**config.mk**
```make
export PLATFORM = sky130hd
export DESIGN_NAME = booth_mult_sequencer
export DESIGN_NICKNAME = d
export VERILOG_FILES = /design/src/rtl/booth_mult_sequencer.sv
export SDC_FILE = /design/constraint.sdc
export NUM_CORES = 1
export LEC_CHECK = 0
export ABC_AREA = 1
export BUFFER_PORTS_ARGS = -buffer_cell sky130_fd_sc_hd__buf_2
export CORE_MARGIN = 2
export CORE_UTILIZATION = 35
export CTS_CLUSTER_SIZE = 12
export DETAILED_ROUTE_END_ITERATION = 7
export GPL_TIMING_DRIVEN = 0
export PLACE_DENSITY = 0.51
export SLEW_MARGIN = 20
export SYNTH_ARGS = -nofsm -noshare
export SYNTH_HDL_FRONTEND = slang
export SYNTH_SLANG_ARGS = --single-unit
```
**constraint.sdc**
```tcl
create_clock -name clk -period 9.05 [get_ports clk]
set_clock_uncertainty 0.2 [all_clocks]
set_input_delay 0.905 -clock clk [delete_from_list [all_inputs] [get_ports clk]]
set_output_delay 0.905 -clock clk [all_outputs]
set_load 0.01 [all_outputs]
```
**src/rtl/booth_mult_sequencer.sv**
```systemverilog
// Iterative signed radix-4 Booth multiplier with valid/ready handshakes.
// One Booth digit is retired per clock through a shared add/shift datapath;
// one operation is held in flight at a time.
module booth_mult_sequencer #(
  parameter int N = 32
) (
  input  logic             clk,
  input  logic             rst_n,
  input  logic             in_valid,
  output logic             in_ready,
  input  logic [N-1:0]     op1,
  input  logic [N-1:0]     op2,
  input  logic             abort,
  output logic             out_valid,
  input  logic             out_ready,
  output logic [2*N-1:0]   product,
  output logic             busy
);

  localparam int CW = (N / 2 > 1) ? $clog2(N / 2) : 1;
  localparam logic [CW-1:0] LAST_DIGIT = CW'(N / 2 - 1);

  localparam logic [1:0] S_IDLE = 2'd0;
  localparam logic [1:0] S_RUN  = 2'd1;
  localparam logic [1:0] S_DONE = 2'd2;

  logic [1:0]    r_state;
  logic [CW-1:0] r_cnt;
  logic [N-1:0]  r_a;      // latched multiplicand
  logic [N+1:0]  r_hi;     // running upper partial sum, two guard bits
  logic [N-1:0]  r_lo;     // unconsumed multiplier bits / low product bits
  logic          r_prev;   // multiplier bit below the current digit

  logic [N+1:0]  w_a_ext;
  logic [N+1:0]  w_2a;
  logic [N+1:0]  w_pp;
  logic [N+1:0]  w_sum;
  logic          w_accept;

  assign w_a_ext = {{2{r_a[N-1]}}, r_a};
  assign w_2a    = {w_a_ext[N:0], 1'b0};
  assign w_sum   = r_hi + w_pp;

  // Booth digit decode: select the partial product for {q1,q0,prev}
  always_comb begin
    w_pp = '0;
    case ({r_lo[1:0], r_prev})
      3'b001, 3'b010: w_pp = w_a_ext;
      3'b011:         w_pp = w_2a;
      3'b100:         w_pp = ~w_2a + (N + 2)'(1);
      3'b101, 3'b110: w_pp = ~w_a_ext + (N + 2)'(1);
      default:        w_pp = '0;
    endcase
  end

  // Handshake and status outputs derived from the current state
  always_comb begin
    // In DONE a same-edge abort wins, so no new operands are claimed then.
    in_ready  = rst_n & ((r_state == S_IDLE) |
                         ((r_state == S_DONE) & out_ready & ~abort));
    w_accept  = in_valid & in_ready;
    out_valid = (r_state == S_DONE);
    busy      = (r_state == S_RUN);
    product   = {r_hi[N-1:0], r_lo};
  end

  // Sequencer: load on accept, shift-add one digit per RUN cycle, hold in DONE
  always_ff @(posedge clk or negedge rst_n) begin
    if (!rst_n) begin
      r_state <= S_IDLE;
      r_cnt   <= '0;
      r_a     <= '0;
      r_hi    <= '0;
      r_lo    <= '0;
      r_prev  <= 1'b0;
    end else if (w_accept) begin
      r_state <= S_RUN;
      r_cnt   <= '0;
      r_a     <= op1;
      r_lo    <= op2;
      r_hi    <= '0;
      r_prev  <= 1'b0;
    end else begin
      case (r_state)
        S_RUN: begin
          if (abort) begin
            r_state <= S_IDLE;
          end else begin
            r_hi   <= {w_sum[N+1], w_sum[N+1], w_sum[N+1:2]};
            r_lo   <= {w_sum[1:0], r_lo[N-1:2]};
            r_prev <= r_lo[1];
            r_cnt  <= r_cnt + CW'(1);
            if (r_cnt == LAST_DIGIT) r_state <= S_DONE;
          end
        end
        S_DONE: begin
          if (abort || out_ready) r_state <= S_IDLE;
        end
        S_IDLE: r_state <= S_IDLE;
        default: r_state <= S_IDLE;
      endcase
    end
  end

endmodule

```
# After elaboration in Yosys (flattened, before gate mapping)

Index checks and enable logic that the tools add are counted.

Output and inout port bits: 67
Bits of input ports: 69
Logic and storage cells: 55
Register bits after elaboration: 105

Mux-type cells: 18
Equality and inequality tests: 12
Bitwise gates (word level): 8
$add $sub $neg: 4
Reductions and logical operators: 7

Operator list:

| cell                                                                     | number |
|---|---|
| 34-bit case mux with 4 select lines                                      | 1 |
| 34-bit two-way mux                                                       | 3 |
| 32-bit two-way mux                                                       | 3 |
| 34-bit by 1-bit adder with 34-bit output (second input constant)         | 2 |
| 34-bit NOT                                                               | 2 |
| 34-bit adder                                                             | 1 |
| 4-bit two-way mux                                                        | 3 |
| 3-bit == test (second input constant)                                    | 3 |
| 2-bit two-way mux                                                        | 4 |
| 3-bit by 2-bit == test with 1-bit output (second input constant)         | 2 |
| 4-bit by 1-bit adder with 4-bit output (second input constant)           | 1 |
| 1-bit AND                                                                | 4 |
| 4-bit == test (second input constant)                                    | 1 |
| 4-bit by 2-bit inequality test with 1-bit output (second input constant) | 1 |
| 2-bit case mux with 2 select lines                                       | 1 |
| 2-bit AND reduction                                                      | 2 |
| 2-bit OR reduction                                                       | 2 |
| 3-bit by 1-bit == test with 1-bit output (second input constant)         | 1 |
| 1-bit two-way mux                                                        | 3 |
| 3-bit by 1-bit inequality test with 1-bit output (second input constant) | 1 |
| 2-bit by 1-bit == test with 1-bit output (second input constant)         | 1 |
| 2-bit == test (second input constant)                                    | 1 |
| 2-bit logical NOT                                                        | 1 |
| 2-bit by 1-bit inequality test with 1-bit output (second input constant) | 1 |
| 4 further kinds                                                          | 4 |

# Logic depth before layout (Yosys ltp)

Gate-level depths: netlist of run 1.

Word-level depth: 8
Depth in mapped cells: 24
Gate-level depth less buffers: 24

# Worst setup path before layout of run 1

OpenSTA, ideal clock, no wires.

Path kind: reg2reg
Start: register r_a[0]
End: register r_hi[23]
Buffers on the path: 0
Setup slack: 5.841 ns
Library setup time: 0.117 ns
Data required time: 8.733 ns
Period minus slack after synthesis: 3.209 ns
Data arrival time: 2.892 ns
Stages on the path, launching flop included: 23
Path through: dfrtp_1 -> inv_1 -> ha_1 -> nand2_1 -> nor2_1 -> nand2_1 -> nor2_1 -> xor2_1 -> inv_1 -> nand2_1 -> o21ai_0 -> a21oi_1 -> o21ai_1 -> ha_1 -> nand2_2 -> inv_1 -> a21oi_1 -> nand3_1 -> nand3_1 -> nand2_1 -> or2_2 -> nand3_1 -> nand2_1

Word-level cells in the longest chain between the ends: 7
Elaborated cells on any way between the ends: 9
Those cells by class: 3 x add/sub; 4 x mux; 2 x bitwise

RTL lines:

| item                                                        | line   | RTL |
|---|---|---|
| start, declared                                             | 29     | `logic [N-1:0] r_a;` |
| start signal, assigned                                      | 79     | `r_a <= op1;` |
| 34-bit NOT (on tied branches)                               | 51, 50 |  |
| 34-bit by 1-bit adder with 34-bit output (on tied branches) | 51, 50 |  |
| 34-bit case mux with 4 select lines *                       | 47     | `case ({r_lo[1:0], r_prev})` |
| 34-bit adder *                                              | 42     | `assign w_sum = r_hi + w_pp;` |
| 34-bit two-way mux *                                        | 86     | `if (abort) begin` |
| 34-bit two-way mux *                                        | 84     | `case (r_state)` |
| 34-bit two-way mux *                                        | 76     | `end else if (w_accept) begin` |
| end signal, assigned                                        | 89     | `r_hi <= {w_sum[N+1], w_sum[N+1], w_sum[N+1:2]};` |
| end, declared                                               | 30     | `logic [N+1:0] r_hi;` |

Every way passes the cells marked *; elsewhere a longest branch is shown, timed or not. The select of a mux whose other input is x is not followed.
A chain may end at the register's enable or synchronous reset.

# Worst setup path in the final report of run 1

Start: register r_lo[0]
End: register r_hi[23]

Word-level cells in the longest chain between the ends: 7
Elaborated cells on any way between the ends: 13
Those cells by class: 1 x add/sub; 6 x eq/ne; 4 x mux; 2 x reduce/logical

RTL lines:

| item                                        | line | RTL |
|---|---|---|
| start, declared                             | 31   | `logic [N-1:0] r_lo;` |
| start signal, assigned                      | 80   | `r_lo <= op2;` |
| start signal, assigned                      | 90   | `r_lo <= {w_sum[1:0], r_lo[N-1:2]};` |
| 3-bit == test, or another cell as far along | 47   |  |
| 2-bit OR reduction                          | 47   |  |
| 34-bit case mux with 4 select lines *       | 47   |  |
| 34-bit adder *                              | 42   |  |
| 34-bit two-way mux *                        | 86   |  |
| 34-bit two-way mux *                        | 84   |  |
| 34-bit two-way mux *                        | 76   |  |

Marked as above.

==> out/results.tsv, run 1 <==
stage	metric	value	unit
clocking	cts_made_buffers	9	
placement	io_buffers	135	
clocking	cts_tree	done	
pwr	p_per_area	323	nW/um^2
synthesis	synthesis.nets	1231	
floorplan	die-area	23100	um^2
critical_path	required	9.11	ns
finish	diodes	0	
synthesis	ys_top_cells_by_area	dfrtp_1 (34%), nand2_1 (18%), ha_1 (5.7%)	
critical_path	path_cells	nand2_1 > nor2_1 > clkinv_1 > clkbuf_1 > o21ai_0 > ha_1 > nand2_1 > nand2_1 > a21oi_1 > nand3_1 > nand3_1 > nand2_1 > or2_2 > nand3_1 > nand2_1	
pwr	peakVddDrop	0.106	mV
outcome	outcome	finished, final reports clean	
placement	place_congestion	0.891	
global_route	grt_max_degree	75	
min_path	hp-class	primary input to async pin	
clocking	cts_root_buf	clkbuf_16	
critical_path	r2r_end	r_hi[23]	
critical_path	slowest_stage	dfrtp_1	
routing	drtPass1Iterations	5	
synthesis	synth_edf_count	0	
pwr	power.leakage	0.00453	uW
global_route	grtUsageTotal	22.8	%
synthesis	synth_top_area_share	33.6	%
placement	place_inst	1542	
synthesis	ys_seq_area_share	33.6	%
timing	grt_setup_unrepaired	no	
clocking	worst_skew_pair.late_latency	0.36	ns
routing	routed_wirelength	26300	um
timing	maxSlewHeadroom	51.7	%
placement	place_area	8740	um^2
routing	vias	7888	
clocking	ctsHoldBuffers	0	
routing	ant_nets	0	
clocking	cts_setup_buffers	0	
global_route	antenna_found_initial	1	
timing	max_slew.worst_pin.slew	0.724	ns
synthesis	yosys_warnings	0	
synthesis	ys_types	48	
routing	drc	0	
routing	met2_length	12000	um
critical_path	path_class	flop to flop	
routing	dr.first_iter.drc_count	437	
clocking	htreeDepth	3	
critical_path	cpMostUsedCell	nand2_1	
global_route	grt_pass1_wl	41800	um
synthesis	yosysMostFrequentCell	nand2_1	
critical_path	r2r_start	r_lo[0]	
synthesis	synth_ff_type	dfrtp_1	
routing	met3_length	1380	um
floorplan	die_x	152	um
routing	wl_met1	12400	um
timing	tns	0	ns
finish	fin_nets	1378	
synthesis	yosys.area.top_type	dfrtp_1	
critical_path	cp_slowest_stage_delay	0.44	ns
timing	drv_slew	0	
global_route	overflow	0	
clocking	cts_buffer_depth	2	
critical_path	start_kind	flop	
synthesis	ys_ff_latch	103	
floorplan	placementRows	54	
floorplan	coreArea	21700	um^2
clocking	cts.sinks	103	
job	maxCapViolCount	0	
critical_path	worstPathBufferInverterCount	2	
synthesis	syn_area	7680	um^2
clocking	clk_pin_slew_worst_paths	0.09	ns
floorplan	io_pins	136	
floorplan	die_height	152	um
global_route	grt_pass1_vias	7810	
finish	design_area	9060	um^2
finish	drive_gt1_share	14.9	%
synthesis	async_flop_share	100	%
routing	drt-vias-per-instance	5.06	
routing	wl_per_cell	16.8	um
critical_path	cp_max_fo	10	
critical_path	critical_path.top_delay_family	simple AND/OR/NAND/NOR gates	
critical_path	end_kind	flop	
routing	routed.top_layer	met5	
timing	hold_viol_final	0	
critical_path	worstRegToRegCells	15	
finish	fin_cells	1558	
synthesis	synth_common_cells	nand2_1 (368), inv_1 (114), dfrtp_1 (103)	
critical_path	rrSetupSlack	4.98	ns
synthesis	syn_area_per_cell	6.82	um^2
finish	fillers	2401	
timing	fin_crit_sh	45.0	%
timing	period_minus_slack	4.07	ns
timing	max_freq	0.246	GHz
synthesis	synthCells	1126	
critical_path	worstPathArrival	4.13	ns
timing	finalSetupViolations	0	
floorplan	start_util	35.4	%
clocking	postCtsResizedCells	0	
placement	post-dp-hpwl	21200	um
finish	syn_to_final_growth	18.0	%
[cell families (layout without fill, tap and decap cells)]
family / Yosys count / count (layout) / share of synthesized area, %
adders and majority gates: 36 / 36 / 5.96
DFF: 103 / 103 / 33.6
xor gates and xnor gates: 37 / 37 / 4.22
AOI/OAI and AO/OA: 209 / 209 / 15.5
muxes: 1 / 1 / 0.130
and+or+nand+nor: 587 / 587 / 32.7
buffers and inverters: 153 / 305 / 7.85
[routing by layer]
| metal | track usage, % | vias up |
|---|---|---|
| li1 | - | 4002 |
| met1 | 31.1 | 3648 |
| met2 | 37.6 | 208 |
| met3 | 4.04 | 28 |
| met4 | 5.79 | 2 |
| met5 | 0 | - |
[cell usage in the layout (no fill, tap or decap), drive strengths merged, types with 3 or more instances in the layout]
cell	n
o21a	3
or2	6
nand3b	9
clkinv	6
nand4	12
ha	35
clkbuf	30
nand2	372
o211ai	17
buf	149
a21oi	60
o21bai	3
o21ai	93
inv	119
xor2	21
o221ai	3
dfrtp	103
o22ai	12
nor3	10
nand3	79
o2111ai	8
xnor2	16
nor2	94
[worst max path at each step]
stage	start	endpoint	slack (ns)	depth (start not counted)
finish	r_lo[0]	r_hi[23]	4.98	15
global placement	rst_n	r_lo[18]	4.39	10
global route	r_a[0]	r_hi[27]	4.68	19
CTS	r_lo[0]	r_hi[23]	5.01	15
floorplan	r_a[0]	r_hi[23]	5.84	22
detailed placement	r_lo[0]	r_hi[23]	5.02	15
[worst register-to-register path, stage by stage (launching register included)]
cell and delay, ns:
dfrtp_1 0.44, nand2_1 0.14, nor2_1 0.44, clkinv_1 0.43, clkbuf_1 0.37, o21ai_0 0.31
ha_1 0.33, nand2_1 0.10, nand2_1 0.07, a21oi_1 0.24, nand3_1 0.24, nand3_1 0.12
nand2_1 0.11, or2_2 0.29, nand3_1 0.09, nand2_1 0.05
[metrics by stage]
step	worst slack [ns]	hold WS, ns	power [uW]	util [%]
floorplan	5.84	0.233	1930	-
finish	4.98	0.216	2930	41.8
global placement	4.39	0.252	2480	40.1
global route	4.68	0.232	3200	41.8
detailed placement	5.02	0.252	2480	40.3
CTS	5.01	0.221	2930	41.8
[final cells by class]
cell class                 count  area [um^2]  share of cell area, %
buffer                        34          156                   1.73
multi-input combinational    870         4500                   49.6
clock inverter                 7          100                   1.10
clock buffer                   9          225                   2.48
sequential                   103         2580                   28.4
tap                          280          350                   3.86
timing repair buffer         136          709                   7.83
inverter                     119          447                   4.93
[where the power goes]
part	internal (uW)	switching [uW]	total, uW
logic	613	1100	1720
registers	619	151	770
clock network	225	217	442
total	1460	1470	2930
[state kept, by name, indices dropped and copies added, names as in the netlist]
register / cells
r_state: 2
r_prev: 1
r_a: 32
r_lo: 32
r_cnt: 4
r_hi: 32
Power figures use the tool's default switching activity.
==> run 2: changes to the inputs <==
--- a/config.mk
+++ b/config.mk
@@ -12,7 +12,7 @@
 export CTS_CLUSTER_SIZE = 12
 export DETAILED_ROUTE_END_ITERATION = 7
 export GPL_TIMING_DRIVEN = 0
-export PLACE_DENSITY = 0.51
+export PLACE_DENSITY = 0.53
 export SLEW_MARGIN = 20
 export SYNTH_ARGS = -nofsm -noshare
 export SYNTH_HDL_FRONTEND = slang
==> constraint.sdc (replaced) <==
create_clock -name clk -period 3.7 [get_ports clk]
set_clock_uncertainty 0.2 [all_clocks]
set_input_delay 0.37 -clock clk [delete_from_list [all_inputs] [get_ports clk]]
set_output_delay 0.37 -clock clk [all_outputs]
set_load 0.01 [all_outputs]
==> run 2 against run 1 <==
  * Combinational power grew to 2.7 times the previous value
  * Count of clock-buffer cells in the layout unchanged
  * Worst hold slack worse by 0.20 ns
  * Largest power group unchanged
  * Die area did not move
  * Register-to-register slack worse by 4.8 ns
  * Sequential cell count did not move
==> out/results.tsv, run 2 (same netlist as run 1, synthesis figures left out) <==
stage	metric	value	unit
placement	place_congestion	0.953	
timing	max_freq	0.281	GHz
routing	vias	8042	
critical_path	rrSetupSlack	0.14	ns
timing	finalSetupViolations	0	
critical_path	path_class	flop to flop	
routing	ant_nets	0	
timing	fin_crit_sh	96.2	%
placement	place_inst	1542	
timing	hold_viol_final	0	
finish	diodes	0	
timing	drv_slew	0	
routing	drtPass1Iterations	5	
finish	regArea	2580	um^2
clocking	cts_buffer_depth	2	
finish	final_util	44.0	%
pwr	p_total	7670	uW
clocking	htreeDepth	3	
global_route	grt_use_met3	3.61	%
routing	dr.first_iter.drc_count	487	
timing	worst_hold_slack	0.0127	ns
critical_path	end_kind	flop	
clocking	worst_skew_pair.late_latency	0.37	ns
critical_path	cp_max_fo	4	
global_route	met2_usage	37.9	%
finish	reg_top3	r_a (32), r_hi (32), r_lo (32)	
finish	mostFrequentLayoutCell	nand2_1	
job	maxCapViolCount	0	
finish	multi_input_area	4830	um^2
finish	syn_to_final_growth	24.2	%
pwr	peakVddDrop	0.271	mV
clocking	cts.sinks	103	
floorplan	start_util	35.4	%
min_path	hp-class	primary input to flop	
global_route	grt_pass1_vias	7815	
timing	maxSlewHeadroom	48.0	%
finish	fin_nets	1396	
global_route	grt_max_degree	73	
finish	fin_cells	1576	
timing	grt_setup_unrepaired	yes	
global_route	overflow	0	
floorplan	io_pins	136	
global_route	busiest_layer	met2	
outcome	outcome	finished, final reports clean	
clocking	clk_pin_slew_worst_paths	0.09	ns
finish	fillers	2324	
placement	post-dp-hpwl	21100	um
pwr	p_per_area	804	nW/um^2
routing	drt-vias-per-instance	5.10	
clocking	cts_made_buffers	9	
routing	wl_per_cell	17.0	um
floorplan	die_x	152	um
finish	drive_gt1_share	21.5	%
floorplan	placementRows	54	
floorplan	coreArea	21700	um^2
floorplan	die_height	152	um
clocking	cts_tree	done	
global_route	grt_pass1_wl	42400	um
global_route	grtUsageMet1	31.6	%
critical_path	worstPathArrival	3.62	ns
critical_path	start_kind	flop	
routing	routed_wirelength	26800	um
critical_path	required	3.76	ns
floorplan	die-area	23100	um^2
global_route	grtUsageTotal	23.0	%
pwr	power.leakage	0.00465	uW
routing	drc	0	
timing	max_slew.worst_pin.slew	0.780	ns
placement	io_buffers	135	
timing	period_minus_slack	3.56	ns
clocking	cts_root_buf	clkbuf_16	
finish	final_cell_mix	nand2_1 (354), buf_2 (142), inv_1 (110)	
global_route	antenna_found_initial	1	
[run 2: cell count changes in the layout (fill, tap and decap cells not counted), sizes merged]
cell         before  now
buf             149  166
clkinv            6    5
dlygate4sd3       0    2
clkbuf           30   29
inv             119  120
[run 2: final timing paths]
path	start	end	cells after the start
min in group asynchronous	rst_n	r_hi[5]	2
min reg2reg	r_cnt[3]	r_cnt[3]	1
max reg2reg	r_a[6]	r_hi[23]	21
max	r_a[6]	r_hi[23]	21
min	op1[7]	r_a[7]	3
max in group asynchronous	rst_n	r_lo[15]	3
[run 2: through the flow]
stage                     worst slack [ns]  cell area [um^2]  TNS, ns
after global placement              -0.374              8710   -13.81
after CTS                        0.0000542              9140        0
after detailed placement            -0.272              8740    -2.41
final                                0.140              9540        0
after floorplan                      0.491              7680        0
after global routing               -0.0669              9540   -0.221
[run 2: layout make-up]
| cell class | count | share of cell area (%) |
|---|---|---|
| tap | 280 | 3.67 |
| sequential | 103 | 27.0 |
| timing repair buffer | 154 | 8.90 |
| buffer | 34 | 1.72 |
| clock inverter | 7 | 0.997 |
| inverter | 119 | 4.72 |
| clock buffer | 9 | 2.36 |
| multi-input combinational | 870 | 50.6 |
[run 2: routing by layer]
metal | routed length (um) | share of wire (%)
met4 | 535 | 2.0
met1 | 12600 | 47
met5 | 13 | 0.048
met2 | 12200 | 46
met3 | 1460 | 5.4
[run 2: report_power, final]
part           internal [uW]  leakage, uW  switching (uW)  total, uW
logic                   1770      0.00318            2920       4690
registers               1510      0.00131             387       1900
clock network            547     0.000157             530       1080
total                   3840      0.00465            3830       7670
[run 2: worst max-delay path, stage by stage (launching register included)]
cell     delay [ns]
dfrtp_1        0.45
nor2_4         0.17
nand3_1        0.15
nor2_4         0.18
nand3_4        0.12
nor3_4         0.20
xor2_1         0.16
inv_1          0.07
nand2_1        0.05
nand4_1        0.23
ha_4           0.35
nand2_2        0.09
inv_1          0.05
nand2_2        0.10
inv_1          0.06
a21oi_2        0.16
nor2_1         0.06
nor2_1         0.08
nand2_1        0.09
or2_2          0.29
nand3_2        0.09
nand2_1        0.05
[run 2: repair_timing]
action / in CTS / in global routing
endpoints found under the hold margin: 33 / 0
setup buffers: 0 / 16
setup endpoints to repair: 21 / 23
hold buffers: 2 / 0
resized for setup: 18 / 78
pin swaps: 0 / 19
==> run 3: changes to the inputs <==
==> constraint.sdc (replaced) <==
create_clock -name clk -period 3.7 [get_ports clk]
set_clock_uncertainty 0.2 [all_clocks]
set_input_delay 0.925 -clock clk [delete_from_list [all_inputs] [get_ports clk]]
set_output_delay 0.925 -clock clk [all_outputs]
set_load 0.01 [all_outputs]
==> run 3 against run 2 <==
  * Register-to-register slack about the same
  * Count of clock-buffer cells in the layout unchanged
  * Critical endpoint is now r_hi[26]
  * Non-clock buffer count decreased by 2
  * Highest routed layer unchanged
  * Worst hold slack gained 0.22 ns
  * Die area stayed put
  * Via count is essentially flat
  * Clock power about the same
  * Sequential share of layout area increased by 0.057 points
  * First-iteration DRC count rose by 4.1%
  * Critical path depth fell by 3
  * Final area is 0.21% lower
==> out/results.tsv, run 3 (same netlist as run 1, synthesis figures left out) <==
stage	metric	value	unit
outcome	outcome	finished, final reports clean	
pwr	p_per_area	804	nW/um^2
critical_path	end_kind	flop	
routing	drc	0	
timing	max_freq	0.282	GHz
floorplan	die_x	152	um
routing	routed_wirelength	26800	um
floorplan	coreArea	21700	um^2
clocking	clk_pin_slew_worst_paths	0.09	ns
floorplan	placementRows	54	
finish	fin_nets	1394	
clocking	cts.sinks	103	
job	maxCapViolCount	0	
finish	final_cell_mix	nand2_1 (354), buf_2 (142), inv_1 (110)	
routing	wl_met1	12500	um
clocking	htreeDepth	3	
placement	place_area	8740	um^2
finish	design_area	9520	um^2
routing	vias	8047	
clocking	cts_made_buffers	9	
routing	met2_length	12300	um
timing	drv_slew	0	
critical_path	required	3.76	ns
pwr	peakVddDrop	0.271	mV
floorplan	die_height	152	um
critical_path	r2r_end	r_hi[26]	
timing	grt_setup_unrepaired	yes	
timing	period_minus_slack	3.55	ns
clocking	cts_root_buf	clkbuf_16	
critical_path	cp_max_fo	4	
min_path	hp-class	primary input to async pin	
timing	fin_crit_sh	96.0	%
global_route	grt_pass1_wl	42400	um
routing	drtPass1Iterations	4	
finish	fin_cells	1574	
global_route	antenna_found_initial	1	
routing	dr.first_iter.drc_count	507	
timing	max_slew.worst_pin.slew	0.778	ns
finish	syn_to_final_growth	24.0	%
timing	hold_viol_final	0	
routing	wl_per_cell	17.0	um
floorplan	die-area	23100	um^2
clocking	cts_tree	done	
critical_path	path_class	flop to flop	
clocking	cts_buffer_depth	2	
placement	io_buffers	135	
clocking	worst_skew_pair.late_latency	0.36	ns
placement	place_congestion	0.953	
placement	place_inst	1542	
routing	met3_length	1640	um
floorplan	io_pins	136	
timing	finalSetupViolations	0	
pwr	power.leakage	0.00465	uW
routing	drt-vias-per-instance	5.11	
global_route	grt_max_degree	73	
global_route	grt_pass1_vias	7815	
critical_path	rrSetupSlack	0.15	ns
timing	tns	0	ns
global_route	overflow	0	
critical_path	worstRegToRegCells	18	
critical_path	start_kind	flop	
floorplan	start_util	35.4	%
finish	fillers	2326	
timing	maxSlewHeadroom	48.1	%
finish	mostFrequentLayoutCell	nand2_1	
placement	post-dp-hpwl	21100	um
global_route	grtUsageTotal	23.0	%
critical_path	worstPathArrival	3.62	ns
routing	ant_nets	0	
finish	diodes	0	
finish	drive_gt1_share	21.5	%
critical_path	crit_start	r_a[6]	
routing	routed.top_layer	met5	
critical_path	r2r_start	r_a[6]	
finish	reg_top3	r_a (32), r_hi (32), r_lo (32)	
-- run 3: changes by cell type in the layout (fill, tap and decap cells not counted) --
cell	delta
dlygate4sd3_1	-2
-- run 3: cell type report --
class / count / area (um^2) / share of cell area (%)
inverter: 119 / 450 / 4.73
multi-input combinational: 870 / 4830 / 50.7
tap: 280 / 350 / 3.68
clock buffer: 9 / 225 / 2.37
clock inverter: 7 / 95.1 / 0.999
sequential: 103 / 2580 / 27.1
timing repair buffer: 152 / 830 / 8.71
buffer: 34 / 164 / 1.72
-- run 3: worst max-delay path by stage --
stage	to	slack, ns	cells past startpoint
after floorplan	r_hi[23]	0.49	22
after detailed placement	r_hi[32]	-0.27	17
after global routing	r_hi[23]	-0.07	21
after global placement	r_lo[18]	-0.93	10
after CTS	r_hi[24]	0.00005	18
final	r_hi[26]	0.15	18
-- run 3: per-stage QoR --
step / power, uW / setup slack (ns) / util [%] / hold slack (ns)
floorplan: 4720 / 0.491 / - / 0.233
global placement: 6060 / -0.929 / 40.1 / 0.252
global route: 8310 / -0.0669 / 43.9 / 0.254
CTS: 7220 / 0.0000542 / 42.1 / 0.242
detailed placement: 6080 / -0.272 / 40.3 / 0.255
finish: 7660 / 0.148 / 43.9 / 0.237
-- run 3: critical path, cell delays in order, from the launching register on --
cell and delay (ns):
dfrtp_1 0.45, nor2_4 0.17, nand3_1 0.15, nor2_4 0.18
nand3_4 0.11, nor3_4 0.20, xor2_1 0.16, inv_1 0.07
nand2_1 0.05, nand4_1 0.23, ha_4 0.39, nand2_1 0.11
o21ai_0 0.34, a21oi_1 0.15, o21a_1 0.23, nand2_1 0.07
nand2_1 0.05, nand3_1 0.07, nand2_1 0.05
-- run 3: power by group --
| part | switching, uW | leakage, uW | internal (uW) |
|---|---|---|---|
| clock | 527 | 0.000157 | 547 |
| combinational | 2910 | 0.00317 | 1770 |
| sequential | 388 | 0.00131 | 1510 |
| total | 3820 | 0.00465 | 3830 |
-- run 3: timing repair --
action,CTS,global route
gates resized for setup,18,78
pin swaps,0,19
setup buffers,0,16
hold buffers,0,0
setup endpoints to repair,21,23
-- run 3: routing by layer --
layer / vias up / global-route usage (%)
met3: 31 / 3.61
met1: 3739 / 31.6
met2: 238 / 37.9
li1: 4037 / -
met4: 2 / 6.01
met5: - / 0
